## config.mk

```make
export PLATFORM = sky130hd
export DESIGN_NAME = wb_stage
export DESIGN_NICKNAME = d
export VERILOG_FILES = /design/src/rtl/wb_stage.sv
export SDC_FILE = /design/constraint.sdc
export NUM_CORES = 1
export LEC_CHECK = 0
export BUFFER_PORTS_ARGS = -buffer_cell sky130_fd_sc_hd__buf_2
export CAP_MARGIN = 20
export CORE_ASPECT_RATIO = 1.75
export CORE_MARGIN = 1
export CORE_UTILIZATION = 40
export DETAILED_ROUTE_END_ITERATION = 6
export GPL_TIMING_DRIVEN = 0
export PLACE_DENSITY = 0.71
export RECOVER_POWER = 25
export SKIP_LAST_GASP = 1
export SYNTH_ARGS = -nofsm -noshare
export SYNTH_HDL_FRONTEND = slang
export SYNTH_SLANG_ARGS = --single-unit
```

## constraint.sdc

```tcl
create_clock -name clk -period 3 [get_ports clk]
set_clock_uncertainty 0.2 [all_clocks]
set_input_delay 0.45 -clock clk [delete_from_list [all_inputs] [get_ports clk]]
set_output_delay 0.45 -clock clk [all_outputs]
set_load 0.1 [all_outputs]
```

## src/rtl/wb_stage.sv

```systemverilog
// Writeback stage: MEM/WB pipeline register, result select, register-file write port,
// and the 64-bit cycle/instret performance counters with a 32-bit preload port.
package wb_stage_pkg;
    localparam int unsigned DATA_W = 32;
    localparam int unsigned REG_W  = 5;

    typedef struct packed {
        logic              RegWrite;
        logic [1:0]        ResultSrc;
        logic [DATA_W-1:0] ALUResult;
        logic [REG_W-1:0]  Rd;
        logic [DATA_W-1:0] PCPlus4;
        logic [DATA_W-1:0] ImmExt;
        logic [DATA_W-1:0] load_data;
    } memwb_t;
endpackage

module wb_stage
    import wb_stage_pkg::*;
#(
    parameter int unsigned XLEN = 32
) (
    input  logic            clk,
    input  logic            reset,
    input  memwb_t          inputs,
    input  logic            ValidM,
    input  logic            StallW,
    input  logic            FlushW,
    input  logic            CsrWrite,
    input  logic [1:0]      CsrAddr,
    input  logic [31:0]     CsrWData,
    output logic [XLEN-1:0] ResultW,
    output logic [4:0]      RdW,
    output logic            RegWriteW,
    output logic            ValidW,
    output logic [63:0]     cycle,
    output logic [63:0]     instret
);

    localparam logic [1:0] SRC_ALU  = 2'd0;
    localparam logic [1:0] SRC_LOAD = 2'd1;
    localparam logic [1:0] SRC_PC4  = 2'd2;
    localparam logic [1:0] SRC_IMM  = 2'd3;

    localparam logic [1:0] CSR_CYC_LO = 2'd0;
    localparam logic [1:0] CSR_CYC_HI = 2'd1;
    localparam logic [1:0] CSR_INS_LO = 2'd2;
    localparam logic [1:0] CSR_INS_HI = 2'd3;

    memwb_t            r_w;
    logic              r_valid;
    logic [63:0]       r_cycle;
    logic [63:0]       r_instret;
    logic [DATA_W-1:0] w_result;
    logic              w_retire;
    logic              w_cyc_wr;
    logic              w_ins_wr;

    // W register: flush inserts a bubble and outranks stall
    always_ff @(posedge clk) begin
        if (reset || FlushW) begin
            r_w     <= '0;
            r_valid <= 1'b0;
        end else if (!StallW) begin
            r_w     <= inputs;
            r_valid <= ValidM;
        end
    end

    always_comb begin
        w_result = r_w.ALUResult;
        unique case (r_w.ResultSrc)
            SRC_ALU:  w_result = r_w.ALUResult;
            SRC_LOAD: w_result = r_w.load_data;
            SRC_PC4:  w_result = r_w.PCPlus4;
            SRC_IMM:  w_result = r_w.ImmExt;
            default:  w_result = r_w.ALUResult;
        endcase
    end

    // An instruction retires only on the edge it actually leaves W
    assign w_retire = r_valid & ~StallW & ~FlushW;
    assign w_cyc_wr = CsrWrite & ~CsrAddr[1];
    assign w_ins_wr = CsrWrite &  CsrAddr[1];

    always_ff @(posedge clk) begin
        if (reset) begin
            r_cycle <= 64'd0;
        end else if (w_cyc_wr && (CsrAddr == CSR_CYC_LO)) begin
            r_cycle[31:0] <= CsrWData;
        end else if (w_cyc_wr && (CsrAddr == CSR_CYC_HI)) begin
            r_cycle[63:32] <= CsrWData;
        end else begin
            r_cycle <= r_cycle + 64'd1;
        end
    end

    always_ff @(posedge clk) begin
        if (reset) begin
            r_instret <= 64'd0;
        end else if (w_ins_wr && (CsrAddr == CSR_INS_LO)) begin
            r_instret[31:0] <= CsrWData;
        end else if (w_ins_wr && (CsrAddr == CSR_INS_HI)) begin
            r_instret[63:32] <= CsrWData;
        end else if (w_retire) begin
            r_instret <= r_instret + 64'd1;
        end
    end

    assign ResultW   = XLEN'(w_result);
    assign RdW       = r_w.Rd;
    assign RegWriteW = r_w.RegWrite & r_valid & (r_w.Rd != 5'd0);
    assign ValidW    = r_valid;
    assign cycle     = r_cycle;
    assign instret   = r_instret;

endmodule

```

======== Yosys cells after proc, flatten, opt, wreduce, memory -nomap -nowiden ========
Cells that the tools add are included.
storage, ports and cells
  register bits after elaboration ......... 265
  output and inout port bits .............. 167
  input port bits ......................... 176
  logic and storage cells ................. 52
cells by class
  bitwise logic cells ..................... 10
  reduce and logical (&&, ||, !) cells .... 12
  add/sub/neg operators ................... 2
  equal/unequal tests ..................... 8
  mux-type cells .......................... 8
operator list
  kind                                           count
  two-way mux 32 bit                             6
  adder 64 x 1 -> 64 bit, second input constant  2
  case mux 32 bit (4 select lines)               1
  two-way mux 64 bit                             1
  == test 2 bit, second input constant           4
  bitwise AND 1 bit                              6
  nonzero test 5 bit                             1
  == test 2 x 1 -> 1 bit, second input constant  2
  logical AND 1 bit                              4
  logical NOT 2 bit                              2
  != test 2 bit, second input constant           2
  inverter 1 bit                                 4
  AND reduction 2 bit                            2
  nonzero test 2 bit                             2
  logical OR 1 bit                               1

======== Longest topological paths before layout ========
  depth in word-level cells ............... 6
  mapped depth ............................ 9
  gate-level depth less buffers ........... 7

======== Worst setup path before layout ========
OpenSTA, ideal clock, no wires.
  path type ............................... register to register
  start ................................... reg r_instret[9] (netlist: instret[9])
  end ..................................... reg r_instret[41] (netlist: instret[41])
  data required time ...................... 2.721 ns
  cell stages (with the launch flop) ...... 8
  slack ................................... -0.410 ns
  period minus slack after synthesis ...... 3.410 ns
  library setup time ...................... 0.079 ns
  path buffers ............................ 1
  arrival ................................. 3.131 ns
  path through ............................ dfxtp_1 > nand4_1 > or4_4 > or4_4 > buf_6 > nor4_4 > xnor2_1 > a211oi_2
on the way
  longest elaborated chain between the ends .. 3
ends and longest elaborated chain
  element                 RTL line  RTL
  start, declared         53        logic [63:0] r_instret;
  start signal, assigned  102       r_instret[31:0] <= CsrWData;
  start signal, assigned  106       r_instret <= r_instret + 64'd1;
  adder 64 x 1 -> 64 bit  106
  two-way mux 64 bit      105       end else if (w_retire) begin
  two-way mux 32 bit      103       end else if (w_ins_wr && (CsrAddr == CSR_INS_HI)) begin
No other way between the ends. The select of a mux whose other input is x is not followed.
A chain may end at the register's enable or synchronous reset.

======== Worst setup path in the final report ========
  start ................................... reg r_w[133] in the netlist's numbering
  end ..................................... out ResultW[0]
on the way
  longest elaborated chain between the ends .. 2
  elaborated cells on any way between the ends .. 5
  classes of those cells .................. 3 x eq/ne; 1 x mux; 1 x reduce/logical
ends and longest elaborated chain
  element                                      RTL line  RTL
  start, declared                              50        memwb_t r_w;
  start signal, assigned                       65        r_w <= inputs;
  == test 2 bit, or another cell as far along  72        unique case (r_w.ResultSrc)
  case mux 32 bit (4 select lines) (*)         72
  end, declared                                32        output logic [XLEN-1:0] ResultW,
Every way passes the cells marked *; elsewhere a longest branch is shown, timed or not.

==> out/results.tsv <==
metric	value	unit
fmax	337	MHz
CTS Buf Count	26	
Hold Fails Final Rpt	0	
R2R depth	6	
final std cells w/o fill	2420	
sequential power share	0.416	
number of setup violations in the final report	0	
uppermost routed layer	met4	
XOR/XNOR share of the synthesized area	0.0469	
Synth Flop Type	dfxtp_1	
Slew @ Worst Pin	1170	ps
core area	32400	sq um
area share of fa/ha/maj cells after synthesis	0.00189	
mux cell area share after synthesis	0.161	
reg2reg start	instret[0]	
Max-Cap Viols	0	
# IOs	343	
Final Max Tran Viols	0	
met2 wire len	31900	microns
clock period minus worst slack	2960	ps
RePlAce Congestion	0.989	
CP required	2350	ps
simple-gate share of the synthesized area	0.231	
outcome	complete, no violations	
Worst-path clk slew	70	ps
Port Buffers	340	
area grow syn2layout	35.6	%
Vias/cell	6.02	
Mapped Nets	1663	
Avg WL per Cell	25.8	microns
switching pwr	3140	uW
synth cell count leaders	265 x dfxtp_1, 259 x nor2_1, 140 x mux2i_1	
Max-slew headroom	0.226	
H-tree Lvls	1	
Remaining DRCs	0	
peak supply drop	545	uV
sequential-to-total area share from yosys stat	0.400	
die area	33900	sq um
register bit total from synthesis	265	
Max clock buf depth	3	
DR WL met3	4930	microns
post-synth top area cell	dfxtp_1	
Pwr Density	516	nW/um^2
Leak	0.00734	uW
layout cells sized above 1	0.255	
CP max FO	7	
Synth warnings	0	
overall power	9280	uW
GRT overflow	0	
Compound-Gate Fraction of Synth Area	0.122	
Distinct cells, synth	68	
Cell Area, Synth	13300	sq um
worst hold start	inputs[42]	
Post-synth EDFFs	0	
Final Net Count	2176	
Cells after Synth	1485	
CTS tree	yes	
Clock power frac	0.377	
Worst Setup End Kind	primary output	
main combinational cell family by area after synthesis	simple AND/OR/NAND/NOR gates	
crit path DAT	2310	ps
flop2flop setup slack	80	ps
root buf cell	clkbuf_16	
Clock Latency Late Sink	560	ps
GR Util All Layers	0.358	
Via Count	14600	
asr flop ratio synth	0	
initial antenna violation count	2	
Die X-Extent	140	microns
Int Pwr	6140	uW
vias in the first global route	15100	
largest net degree at the start of global routing	17	
Die Y	243	microns
post-DP HPWL	44800	microns
most frequent cell after synthesis	dfxtp_1	
proportion of netlist area held by the largest area contributor	0.400	
unrepaired setup endpoints after global routing	true	
Switching Share	0.339	
startpoint types	register	
final period utilization	0.988	
Worst Hold Depth	3	
Antenna Nets Post-Route	0	
Gate power share	0.208	
first-pass GRT wire length	90600	microns
placed insts	2228	
Starting Density	0.408	
Crit Path Category	reg -> out	
Mapped Avg Cell Area	8.92	sq um
Iter 0 DRT Violations	955	
# rows	87	
worst flop-to-flop path endpoint	instret[58]	
Post-Route M1 WL	19500	microns
Hold EP	r_w[42]	
drt first pass iters	5	
hold crit path type	in -> reg	
top post-synthesis cells by area	dfxtp_1 40%, mux2i_1 11%, nor2_1 7.3%, mux4_2 5.4%, a211oi_1 4.1%	
total length of routed wires	62500	microns
total clock sinks	265	
[per-layer routing]
layer  track usage  vias to the layer above
met2         0.664                      904
li1              -                     6459
met1         0.330                     6902
met5             0                        -
met3        0.0629                      301
met4         0.320                        0
[registers in the layout, summed over array words and instances (netlist names)]
register,cells
r_w,131
instret,64
RdW,5
ValidW,1
cycle,64
[metrics by stage]
step / setup slack (ps) / util / TNS (ps) / hold WS, ps / instance area (sq um)
6_report: 36.0 / 0.554 / 0 / 4.79 / 18000
5_1_grt: -35.0 / 0.554 / -44.1 / 18.7 / 18000
4_1_cts: 0.245 / 0.550 / 0 / 2.46 / 17900
3_5_place_dp: -385 / 0.479 / -8940 / 283 / 15500
3_3_place_gp: -530 / 0.478 / -12550 / 269 / 15500
2_1_floorplan: -13.2 / - / -13.2 / 258 / 13300
[kinds of logic (layout without fill, tap and decap cells)]
kind of cell,count (synthesis),after routing
muxes,173,173
and+or+nand+nor,624,624
other,0,2
DFF,265,265
adders and majority gates,2,2
buffers and inverters,116,649
xor gates and xnor gates,71,71
AOI/OAI and AO/OA,234,234
[worst max-delay path by stage]
stage | startpoint | end | slack [ps] | depth (start not counted)
2_1_floorplan | instret[10] | instret[41] | -10 | 7
3_3_place_gp | CsrAddr[1] | instret[57] | -530 | 8
3_5_place_dp | CsrAddr[1] | instret[56] | -380 | 8
4_1_cts | instret[10] | instret[57] | 0.2 | 6
5_1_grt | instret[10] | instret[56] | -30 | 7
6_report | r_w[133] | ResultW[0] | 40 | 4
[power groups by stage]
stage	combinational [uW]	clock, uW	sequential [uW]
3_5_place_dp	1730	0	3920
3_3_place_gp	1720	0	3920
5_1_grt	1980	3630	3870
6_report	1930	3490	3860
2_1_floorplan	646	0	4480
4_1_cts	1880	3510	3850
[cell type report]
| class | instances | area (sq um) |
|---|---|---|
| plain buffers | 107 | 474 |
| clock buffers | 35 | 746 |
| repair buffers | 487 | 3170 |
| clock inverters | 13 | 136 |
| diodes | 2 | 5.00 |
| inverters | 7 | 26.3 |
| multi-input cells | 1104 | 7550 |
| flip-flops and latches | 265 | 5360 |
| well taps | 400 | 500 |
| fillers | 2833 | 14500 |
[what timing repair did]
action	in CTS	in global routing
hold buffers	136	0
buffers inserted	3	5
gates resized for setup	24	16
setup endpoints to repair	61	34
pin swaps	1	3
hold endpoints to repair	136	0
[placed cells by master (no fill, tap or decap), drive strengths merged, types with 32 or more instances in the layout]
cell,n
nand2,92
dfxtp,265
nand3,50
clkbuf,126
nand4,57
a21oi,53
dlygate4sd3,136
a211oi,74
xor2,36
nor2,259
xnor2,35
buf,364
mux4,32
nor3,36
mux2i,140
[worst max-delay path, cell delays in order, from the launching register on]
cell	delay, ps
dfxtp_2	470
clkbuf_4	260
buf_8	200
mux4_2	530
clkbuf_4	300
No activity file was read; power rests on OpenSTA's default activity.
